File: src/rtl/alu_ex_mem_stage.sv
// alu_ex_mem_stage
//   EX->MEM pipeline register sitting directly behind the combinational ALU.
//   Captures the ALU result with its destination tag and a zero flag, and
//   presents it to MEM/WB over a valid/ready handshake.  A two-entry skid
//   buffer lets in_ready_o come straight from a flop, so there is no
//   combinational path from out_ready_i back into EX.  Supports a pipeline
//   flush and counts retired (taken) results.
//
// Ports
//   clk_i, rst_ni          clock (rising edge), async active-low reset
//   flush_i                drop all held and incoming results
//   in_valid_i/in_ready_o  EX-side handshake
//   alu_data_i, alu_op_i   ALU result and the opcode that produced it
//   rd_addr_i, rd_we_i     destination register index and write enable
//   out_valid_o/out_ready_i MEM-side handshake
//   out_data_o, out_rd_addr_o, out_rd_we_o, out_zero_o  registered result
//   retire_cnt_o           completed output handshakes, wraps
//
// state    | meaning
// ---------+-------------------------------------------
// ST_EMPTY | no entry held, out_valid_o=0
// ST_ONE   | main entry valid, skid empty
// ST_FULL  | main and skid valid, in_ready_o=0
module alu_ex_mem_stage #(
    parameter int DATA_W = 32,
    parameter int REG_AW = 5,
    parameter int CNT_W  = 16
) (
    input  logic              clk_i,
    input  logic              rst_ni,
    input  logic              flush_i,
    input  logic              in_valid_i,
    output logic              in_ready_o,
    input  logic [DATA_W-1:0] alu_data_i,
    input  logic [3:0]        alu_op_i,
    input  logic [REG_AW-1:0] rd_addr_i,
    input  logic              rd_we_i,
    output logic              out_valid_o,
    input  logic              out_ready_i,
    output logic [DATA_W-1:0] out_data_o,
    output logic [REG_AW-1:0] out_rd_addr_o,
    output logic              out_rd_we_o,
    output logic              out_zero_o,
    output logic [CNT_W-1:0]  retire_cnt_o
);

    typedef enum logic [1:0] {
        ST_EMPTY = 2'd0,
        ST_ONE   = 2'd1,
        ST_FULL  = 2'd2
    } state_t;

    state_t            r_state;
    logic              r_in_ready;
    logic              r_out_valid;
    logic [DATA_W-1:0] r_main_data;
    logic [REG_AW-1:0] r_main_rd;
    logic              r_main_we;
    logic              r_main_zero;
    logic [DATA_W-1:0] r_skid_data;
    logic [REG_AW-1:0] r_skid_rd;
    logic              r_skid_we;
    logic              r_skid_zero;
    logic [CNT_W-1:0]  r_retire_cnt;

    logic              w_accept;
    logic              w_take;
    logic [DATA_W-1:0] w_cap_data;
    logic              w_cap_we;
    logic              w_cap_zero;

    assign w_accept = in_valid_i & r_in_ready;
    assign w_take   = r_out_valid & out_ready_i;

    // SLT/SLTU only produce a single meaningful bit; clear the rest so a
    // sloppy ALU upper half can never leak into writeback.  x0 is never written.
    always_comb begin
        w_cap_data = alu_data_i;
        if (alu_op_i == 4'b0010 || alu_op_i == 4'b0011) begin
            w_cap_data = {{(DATA_W-1){1'b0}}, alu_data_i[0]};
        end
        w_cap_we   = rd_we_i & (rd_addr_i != '0);
        w_cap_zero = (w_cap_data == '0);
    end

    always_ff @(posedge clk_i or negedge rst_ni) begin
        if (!rst_ni) begin
            r_state      <= ST_EMPTY;
            r_in_ready   <= 1'b1;
            r_out_valid  <= 1'b0;
            r_main_data  <= '0;
            r_main_rd    <= '0;
            r_main_we    <= 1'b0;
            r_main_zero  <= 1'b1;
            r_skid_data  <= '0;
            r_skid_rd    <= '0;
            r_skid_we    <= 1'b0;
            r_skid_zero  <= 1'b1;
            r_retire_cnt <= '0;
        end else begin
            // A take coinciding with a flush still completed on the MEM side.
            if (w_take) begin
                r_retire_cnt <= r_retire_cnt + CNT_W'(1);
            end

            if (flush_i) begin
                r_state     <= ST_EMPTY;
                r_in_ready  <= 1'b1;
                r_out_valid <= 1'b0;
            end else begin
                case (r_state)
                    ST_EMPTY: begin
                        if (w_accept) begin
                            r_main_data <= w_cap_data;
                            r_main_rd   <= rd_addr_i;
                            r_main_we   <= w_cap_we;
                            r_main_zero <= w_cap_zero;
                            r_out_valid <= 1'b1;
                            r_state     <= ST_ONE;
                        end
                    end
                    ST_ONE: begin
                        if (w_accept && w_take) begin
                            r_main_data <= w_cap_data;
                            r_main_rd   <= rd_addr_i;
                            r_main_we   <= w_cap_we;
                            r_main_zero <= w_cap_zero;
                        end else if (w_accept) begin
                            // Main is still presented and must hold; park the new one.
                            r_skid_data <= w_cap_data;
                            r_skid_rd   <= rd_addr_i;
                            r_skid_we   <= w_cap_we;
                            r_skid_zero <= w_cap_zero;
                            r_in_ready  <= 1'b0;
                            r_state     <= ST_FULL;
                        end else if (w_take) begin
                            r_out_valid <= 1'b0;
                            r_state     <= ST_EMPTY;
                        end
                    end
                    ST_FULL: begin
                        if (w_take) begin
                            r_main_data <= r_skid_data;
                            r_main_rd   <= r_skid_rd;
                            r_main_we   <= r_skid_we;
                            r_main_zero <= r_skid_zero;
                            r_in_ready  <= 1'b1;
                            r_state     <= ST_ONE;
                        end
                    end
                    default: begin
                        r_state     <= ST_EMPTY;
                        r_in_ready  <= 1'b1;
                        r_out_valid <= 1'b0;
                    end
                endcase
            end
        end
    end

    assign in_ready_o    = r_in_ready;
    assign out_valid_o   = r_out_valid;
    assign out_data_o    = r_main_data;
    assign out_rd_addr_o = r_main_rd;
    assign out_rd_we_o   = r_main_we;
    assign out_zero_o    = r_main_zero;
    assign retire_cnt_o  = r_retire_cnt;

endmodule

File: config.mk
export PLATFORM = sky130hd
export DESIGN_NAME = alu_ex_mem_stage
export DESIGN_NICKNAME = d
export VERILOG_FILES = /design/src/rtl/alu_ex_mem_stage.sv
export SDC_FILE = /design/constraint.sdc
export NUM_CORES = 1
export LEC_CHECK = 0
export CAP_MARGIN = 40
export CORE_ASPECT_RATIO = 1.2
export CORE_MARGIN = 2
export CORE_UTILIZATION = 45
export CTS_CLUSTER_DIAMETER = 50
export CTS_CLUSTER_SIZE = 25
export DETAILED_ROUTE_END_ITERATION = 6
export PLACE_DENSITY = 0.79
export SLEW_MARGIN = 5
export SYNTH_ARGS = -nofsm -noshare
export SYNTH_HDL_FRONTEND = slang
export SYNTH_SLANG_ARGS = --single-unit
File: constraint.sdc
create_clock -name clk_i -period 1.6 [get_ports clk_i]
set_input_delay 0.32 -clock clk_i [delete_from_list [all_inputs] [get_ports clk_i]]
set_output_delay 0.32 -clock clk_i [all_outputs]
set_load 0.005 [all_outputs]
# --- Word-level counts from Yosys, hierarchy flattened ---
# Index checks and enable logic that the tools add are counted.
op_classes:
  add_sub_neg: 1
  eq_ne: 16
  muxes: 35
  n_bitwise: 5
  reduce_logical: 11
op_table:
  columns: ["op", "count"]
  rows:
  - ["two-way mux 32 bit", 4]
  - ["one-hot mux 32 bit (3 select lines)", 1]
  - ["zero test 32 bit", 1]
  - ["!= test 3 bit, second input constant", 6]
  - ["adder 16 x 1 -> 16 bit, second input constant", 1]
  - ["two-way mux 1 bit", 15]
  - ["two-way mux 5 bit", 3]
  - ["one-hot mux 5 bit (3 select lines)", 1]
  - ["two-way mux 2 bit", 6]
  - ["one-hot mux 1 bit (3 select lines)", 4]
  - ["AND reduction 4 bit", 3]
  - ["!= test 2 bit, second input constant", 5]
  - ["AND reduction 5 bit", 2]
  - ["equality test 4 x 2 -> 1 bit, second input constant", 2]
  - ["one-hot mux 2 bit (3 select lines)", 1]
  - ["nonzero test 5 bit", 1]
  - ["!= test 4 bit, second input constant", 1]
  - ["AND 1 bit", 3]
  - ["nonzero test 3 bit", 1]
  - ["equality test 2 x 1 -> 1 bit, second input constant", 1]
  - ["equality test 2 bit, second input constant", 1]
  - ["zero test 2 bit", 1]
  - ["NOT 1 bit", 2]
  - ["logical AND 1 bit", 1]
  - ["logical OR 1 bit", 1]
word_totals:
  regBits: 98
  input_bits: 47

# --- Depth between registers and ports, before layout ---
# Gate-level depths: netlist of run 1.
depth:
  depth_word: 6
  ltp_mapped: 6
  ltp_nobuf: 5

# --- Worst setup path before layout of run 1 ---
# No wires, ideal clock.
synth_path:
  kind: "register to register"
  startpoint: "register r_in_ready, in the netlist in_ready_o"
  endpoint: "register r_skid_data[0]"
  arrival_time_ns: 1.612
  t_required_ns: 1.473
  slack_ns: -0.140
  path_stages_with_launch: 6
  path_buffers: 2
  path_cell_list: "dfstp_2 nand3b_1 or3b_1 buf_2 buf_6 mux2_1"
synth_via:
  elab_chain_len: 4
synth_rtl:
  columns: ["element", "line", "rtl"]
  rows:
  - ["start: declaration", "54", "logic r_in_ready;"]
  - ["start signal: assignment", "89", "r_in_ready <= 1'b1;"]
  - ["start signal: assignment", "108", "r_in_ready <= 1'b1;"]
  - ["start signal: assignment", "134", "r_in_ready <= 1'b0;"]
  - ["AND 1 bit *", "72", "assign w_accept = in_valid_i & r_in_ready;"]
  - ["logical AND 1 bit", "123", "if (w_accept && w_take) begin"]
  - ["NOT 1 bit (no line)", null, null]
  - ["AND reduction 4 bit (no line) *", null, null]
  - ["end signal: assignment", "130", "r_skid_data <= w_cap_data;"]
  - ["end: declaration", "60", "logic [DATA_W-1:0] r_skid_data;"]
# Every way passes the cells marked *; elsewhere a longest branch is shown, timed or not.
# A chain may end at the register's enable or synchronous reset.

# --- Final worst setup path of run 1 ---
layout_path:
  startpoint: "register r_state[0]"
  endpoint: "register r_main_data[28], in the netlist out_data_o[28]"
layout_via:
  elab_chain_len: 3
  word_cells_on_any_way: 9
  classes_between: "5 x eq/ne; 1 x mux; 3 x reduce/logical"
layout_rtl:
  columns: ["element", "line", "rtl"]
  rows:
  - ["start: declaration", "53", "state_t r_state;"]
  - ["start signal: assignment", "88", "r_state <= ST_EMPTY;"]
  - ["start signal: assignment", "107", "r_state <= ST_EMPTY;"]
  - ["start signal: assignment", "119", "r_state <= ST_ONE;"]
  - ["equality test 2 x 1 -> 1 bit, or another cell as far along", "111", "case (r_state)"]
  - ["!= test 2 bit (no line) / nonzero test 3 bit (equally long branches)", null, null]
  - ["AND reduction 5 bit (no line)", null, null]
  - ["end signal: assignment", "114", "r_main_data <= w_cap_data;"]
  - ["end signal: assignment", "124", "r_main_data <= w_cap_data;"]
  - ["end signal: assignment", "143", "r_main_data <= r_skid_data;"]
  - ["end: declaration", "56", "logic [DATA_W-1:0] r_main_data;"]
# Several ways; a longest one is shown, not always the timed one.

==> results of run 1 <==
[worst max-delay path, stage by stage (launching register included)]
cell and delay (ns):
dfrtp_1 0.40, buf_6 0.12, nand3b_1 0.21, o32ai_4 0.40, buf_12 0.21, buf_12 0.14
nor2_1 0.05, a31oi_1 0.17
[timing repair]
item | CTS | global route
setup buffers | 14 | 17
endpoints found under the hold margin | 26 | 0
setup endpoints to repair | 88 | 93
gates resized for setup | 44 | 136
pin swaps | 3 | 40
gates cloned | 3 | 8
hold buffers | 1 | 0
[state kept, by name, summed over array words and instances, names as in the netlist]
signal,count
out_data_o,32
r_skid_data,32
retire_cnt_o,16
out_rd_addr_o,5
r_skid_rd,5
r_state,2
in_ready_o,1
out_rd_we_o,1
out_valid_o,1
out_zero_o,1
r_skid_we,1
r_skid_zero,1
[path summary, 6_finish.rpt]
check | slack, ns | startpoint | cells after the start | to
max in group asynchronous | 0.56 | rst_ni | 3 | in_ready_o$_DFFE_PN1P_
worst max register to register | -0.19 | r_state[0]$_DFFE_PN0P_ | 7 | out_data_o[28]$_DFFE_PN0P_
worst min register to register | 0.50 | r_skid_data[17]$_DFFE_PN0P_ | 2 | r_skid_data[17]$_DFFE_PN0P_
worst max-delay path | -0.19 | r_state[0]$_DFFE_PN0P_ | 7 | out_data_o[28]$_DFFE_PN0P_
min in group clk_i | 0.50 | r_skid_data[17]$_DFFE_PN0P_ | 2 | r_skid_data[17]$_DFFE_PN0P_
worst min-delay path | 0.47 | rst_ni | 2 | r_skid_rd[3]$_DFFE_PN0P_
[power breakdown]
part           leakage [nW]  internal, mW  switching (mW)
registers              1.19          3.41           0.866
clock network         0.141          1.25           0.980
logic                  2.14          2.31            1.64
[per-stage QoR]
step           cells  hold WS, ns  area [µm²]  TNS [ns]  setup slack (ns)
6_report         798        0.472        7500     -8.47            -0.195
5_1_grt          798        0.502        7500    -12.81            -0.280
3_5_place_dp     740        0.286        6160    -32.44            -0.444
3_3_place_gp     740        0.282        6160    -30.63            -0.403
2_1_floorplan    469       0.0244        4350     -1.00           -0.0981
4_1_cts          774        0.469        6750     -1.98           -0.0966
[placed cells by master (no fill, tap or decap), types with 2 or more instances in the layout]
cell and n:
nand2_1 92, a21oi_1 2, dfstp_2 3, buf_12 15, nor2_4 12, nand4_1 2, xor2_1 6, clkdlybuf4s50_1 80
a31oi_1 34, mux2_4 3, o21ai_2 19, nor4_2 4, buf_4 85, nor4_1 4, nor2_1 26, buf_6 9
mux2i_1 2, mux2_2 4, a31oi_2 5, clkinvlp_4 3, nand3b_1 2, inv_1 2, nor3_1 4, nor2_2 5
buf_16 2, o21ai_1 13, and2_1 2, dlymetal6s2s_1 17, xnor2_1 8, nand2_2 9, and3_1 3, dlygate4sd2_1 4
or4_1 2, nand3_1 36, clkbuf_16 16, nand2_4 18, dfrtp_1 94
[routing by layer]
layer | routed length (µm) | GRT usage
met5 | 0 | 0
met4 | 675 | 0.0976
met1 | 6170 | 0.322
met3 | 997 | 0.0501
met2 | 9270 | 0.463
[cells by family after synthesis]
group,count (synthesis)
AOI/OAI and AO/OA,85
xor gates and xnor gates,15
adders and majority gates,1
buffers and inverters,33
DFF,98
muxes,9
and+or+nand+nor,228
[area by class of cell]
type                            instances  area (µm²)  share of cell area
Clock inverter                          6        66.3             0.00885
Sequential cell                        98        2460               0.328
Multi-Input combinational cell        338        2230               0.297
Timing Repair Buffer                  221        2340               0.313
Tap cell                              123         154              0.0205
Inverter                                2        7.51             0.00100
Clock buffer                           10         239              0.0319
==> impl_metrics.json, run 1 <==
{
  "status": "finished with violations",
  "violations": "setup timing",
  "ys_top_cells_by_count": "nand2_1 (119), dfrtp_1 (95), nor2_1 (43)",
  "yosys_warnings": 0,
  "synth_top_family_by_area": "simple AND/OR/NAND/NOR gates",
  "antenna_cells": 0,
  "antenna_found_initial": 0,
  "cts_tree": "built",
  "hold_class": "primary input to async pin",
  "cts.sinks": 98,
  "required_ns": 1.86,
  "area_delta_synth_final_pct": 73.0,
  "synthArstFlopShare": 1.00,
  "grt_pass1_wl_um": 21600,
  "antenna_left": 0,
  "grt_pass1_vias": 4259,
  "cts_buffer_depth": 2,
  "worstMarginPinSlew_ns": 0.494,
  "hold_viol_final": 0,
  "clock-root-buffer": "clkbuf_16",
  "clkSlewWorstSetupHoldPaths_ns": 0.07,
  "die_x_um": 93.6,
  "synth-compound-area-share": 0.118,
  "synth_mux_area_frac": 0.0228,
  "grt_max_degree": 35,
  "p_leak_nw": 3.47,
  "ys_seq_area_frac": 0.567,
  "overflow": 0,
  "num-fill-cells": 522,
  "fin_skew_ns": 0.0106,
  "report.power.total_mw": 10.5,
  "ys.flop_type": "dfrtp_1",
  "io_buffer_count": 102,
  "core_area_um2": 9470,
  "synth_simple_gate_area_frac": 0.228,
  "nNetsFinal": 718,
  "critPathCaptureType": "flip-flop",
  "syn_area_per_cell_um2": 9.24,
  "wire_per_inst_um": 21.4,
  "slew_viol_final": 0,
  "final.min_clock_period_ns": 1.79,
  "synth_fa_ha_area_frac": 0.00289,
  "synth_most_common_cell": "nand2_1",
  "ys_types": 40,
  "ios": 104,
  "powerDensity_nw_per_um2": 1390,
  "start_util": 0.458,
  "hpwl_um": 8510,
  "clk_latency_ns": 0.35,
  "critPathLaunchType": "flip-flop",
  "place.gp.congestion": 0.853,
  "syn-num-nets": 517,
  "std_cell_rows": 39,
  "synth_edf_count": 0,
  "setup_ws_ns": -0.195,
  "postSynthCellCount": 469,
  "route.vias.total": 4633,
  "netlist_area_um2": 4330,
  "relSlewSlack": 0.670,
  "yosys.area.top_type": "dfrtp_1",
  "crit_fanout": 8,
  "routed_wl_um": 17100,
  "rsz0062_at_grt": "true",
  "drive_gt1_frac": 0.336,
  "die_y_um": 112,
  "synth-xor-area-share": 0.0303,
  "drt_iter0_markers": 357,
  "synth_top_area_frac": 0.548,
  "first_pass_iters": 6,
  "fmax_mhz": 557,
  "htree_levels": 3,
  "grt_use_total": 0.264,
  "ir_drop_mv": 0.895,
  "vias_per_cell": 5.81,
  "drv_cap": 0,
  "crit_arrival_ns": 2.06,
  "ys_seq_elements": 98,
  "setup_violations": 85,
  "critPathKind": "flip-flop to flip-flop",
  "synthTopCellsByArea": "dfrtp_1 (55%), nand2_1 (10%), a31oi_1 (5.8%)",
  "cts_buffers": 9,
  "fin_crit_sh": 1.12,
  "dieArea_um2": 10400,
  "drcViolationCount": 0,
  "final_util": 0.792
}
Power figures use the tool's default switching activity.
==> run 2, diff against run 1 <==
--- a/config.mk
+++ b/config.mk
@@ -13,6 +13,7 @@
 export CTS_CLUSTER_SIZE = 25
 export DETAILED_ROUTE_END_ITERATION = 6
 export PLACE_DENSITY = 0.79
+export RECOVER_POWER = 50
 export SLEW_MARGIN = 5
 export SYNTH_ARGS = -nofsm -noshare
 export SYNTH_HDL_FRONTEND = slang
==> run 2 against run 1 <==
Net effect:
- the run still ends with setup timing left
- cell area is 0.40% lower
- final cell count is the same
- sequential power hardly changed
- worst setup slack worse by 0.0093 ns
- combinational power is essentially flat
- clock power about the same
- clock skew grew 0.0014 ns
- fmax decreased by 0.51%
- sequential share of layout area increased by 0.13 points
- highest routed layer unchanged
- wire length increased by 0.19%
- via count increased by 0.54%
- largest power group unchanged
- worst hold slack better by 0.027 ns
==> impl_metrics.json, run 2 (synthesis results as in run 1) <==
{
  "cts_tree": "built",
  "final.min_clock_period_ns": 1.80,
  "hold_end": "r_skid_data[17]$_DFFE_PN0P_",
  "area_delta_synth_final_pct": 72.3,
  "routed_wl_um": 17100,
  "clk_latency_ns": 0.36,
  "grt_max_degree": 35,
  "die_y_um": 112,
  "layout_common_cells": "dfrtp_1 (94), nand2_1 (92), buf_4 (82)",
  "drt_iter0_markers": 328,
  "fmax_mhz": 554,
  "dieArea_um2": 10400,
  "crit_fanout": 8,
  "ios": 104,
  "cts_buffers": 9,
  "required_ns": 1.86,
  "setup_ws_ns": -0.204,
  "powerDensity_nw_per_um2": 1400,
  "violations": "setup timing",
  "rsz0062_at_grt": "true",
  "cts_buffer_depth": 2,
  "hold_class": "flip-flop to flip-flop",
  "wire_per_inst_um": 21.5,
  "r2r-end": "out_data_o[28]$_DFFE_PN0P_",
  "critPathLaunchType": "flip-flop",
  "nNetsFinal": 718,
  "hold_depth": 2,
  "vias_per_cell": 5.84,
  "hpwl_um": 8510,
  "fin_skew_ns": 0.0120,
  "status": "finished with violations",
  "core_area_um2": 9470,
  "antenna_left": 0,
  "cts.sinks": 98,
  "p_leak_nw": 3.45,
  "worstMarginPinSlew_ns": 0.794,
  "antenna_found_initial": 0,
  "clkSlewWorstSetupHoldPaths_ns": 0.07,
  "critPathCaptureType": "flip-flop",
  "drv_cap": 0,
  "timing.rr.start": "r_state[0]$_DFFE_PN0P_",
  "tns_ns": -8.43,
  "crit_arrival_ns": 2.07,
  "critPathKind": "flip-flop to flip-flop",
  "antenna_cells": 0,
  "htree_levels": 3,
  "place.gp.congestion": 0.853,
  "route.vias.total": 4658,
  "report.power.total_mw": 10.5,
  "first_pass_iters": 5,
  "preCtsSetupSlack_ns": -0.444,
  "hold_viol_final": 0,
  "start_util": 0.458,
  "placed_area_um2": 6160,
  "r2r_setup_slack_ns": -0.20,
  "final_common_cell": "dfrtp_1",
  "grt_pass1_vias": 4259,
  "fin_crit_sh": 1.13,
  "min_from": "r_skid_data[17]$_DFFE_PN0P_",
  "grt_pass1_wl_um": 21600,
  "r2r_cells": 7,
  "io_buffer_count": 102,
  "relSlewSlack": 0.471,
  "fin_area_um2": 7470,
  "setup_violations": 85,
  "drcViolationCount": 0,
  "ir_drop_mv": 0.899,
  "num-fill-cells": 527,
  "clock-root-buffer": "clkbuf_16",
  "grt_use_total": 0.264,
  "drive_gt1_frac": 0.335,
  "die_x_um": 93.6,
  "std_cell_rows": 39,
  "overflow": 0,
  "slew_viol_final": 0
}
run 2: changes by cell type in the layout (fill, tap and decap cells not counted), sizes merged:
cell	before	now
buf	112	108
clkbuf	17	21
run 2: repair_timing:
item                                   4_1_cts  5_1_grt
setup endpoints to repair                   88       93
hold buffers                                 1        0
cloned                                       3        8
pin swaps                                    3       40
resized for setup                           44      136
endpoints found under the hold margin       26        0
setup buffers                               14       17
run 2: through the flow:
step                hold slack, ns  instances  utilization
floorplan                   0.0244        469            -
global placement             0.282        740        0.650
detailed placement           0.286        740        0.650
CTS                          0.469        774        0.713
global route                 0.522        798        0.789
finish                       0.498        798        0.789
run 2: routing by layer:
metal / track usage / vias up / routed length, µm
li1: - / 2029 / -
met1: 0.322 / 2299 / 6190
met2: 0.463 / 256 / 9130
met3: 0.0501 / 74 / 1030
met4: 0.0976 / 0 / 787
met5: 0 / - / 0
run 2: worst max-delay path by stage:
stage,slack (ns),from,to
6_report,-0.20,r_state[0]$_DFFE_PN0P_,out_data_o[28]$_DFFE_PN0P_
4_1_cts,-0.1,r_state[0]$_DFFE_PN0P_,out_data_o[5]$_DFFE_PN0P_
5_1_grt,-0.28,r_state[0]$_DFFE_PN0P_,out_data_o[28]$_DFFE_PN0P_
3_3_place_gp,-0.40,out_ready_i,r_skid_rd[2]$_DFFE_PN0P_
2_1_floorplan,-0.1,in_ready_o$_DFFE_PN1P_,r_skid_data[0]$_DFFE_PN0P_
3_5_place_dp,-0.44,out_ready_i,r_skid_data[28]$_DFFE_PN0P_
run 2: critical path: stages, from the launching register on:
cell	delay, ns
dfrtp_1	0.40
buf_6	0.12
nand3b_1	0.21
o32ai_4	0.40
buf_12	0.21
buf_12	0.14
nor2_1	0.05
a31oi_1	0.17
run 2: power breakdown:
group	total [mW]	leakage, nW	switching [mW]	internal (mW)
Combinational	3.94	2.13	1.64	2.30
Sequential	4.28	1.19	0.871	3.41
Clock	2.26	0.141	1.00	1.26
Total	10.5	3.45	3.51	6.96
run 2: area by class of cell:
cell class | instances | area, µm² | area share
inverter | 2 | 7.51 | 0.00101
clock inverter | 6 | 66.3 | 0.00888
tap | 123 | 154 | 0.0206
timing repair buffer | 221 | 2310 | 0.310
clock buffer | 10 | 239 | 0.0320
multi-input combinational | 338 | 2230 | 0.299
sequential | 98 | 2460 | 0.329
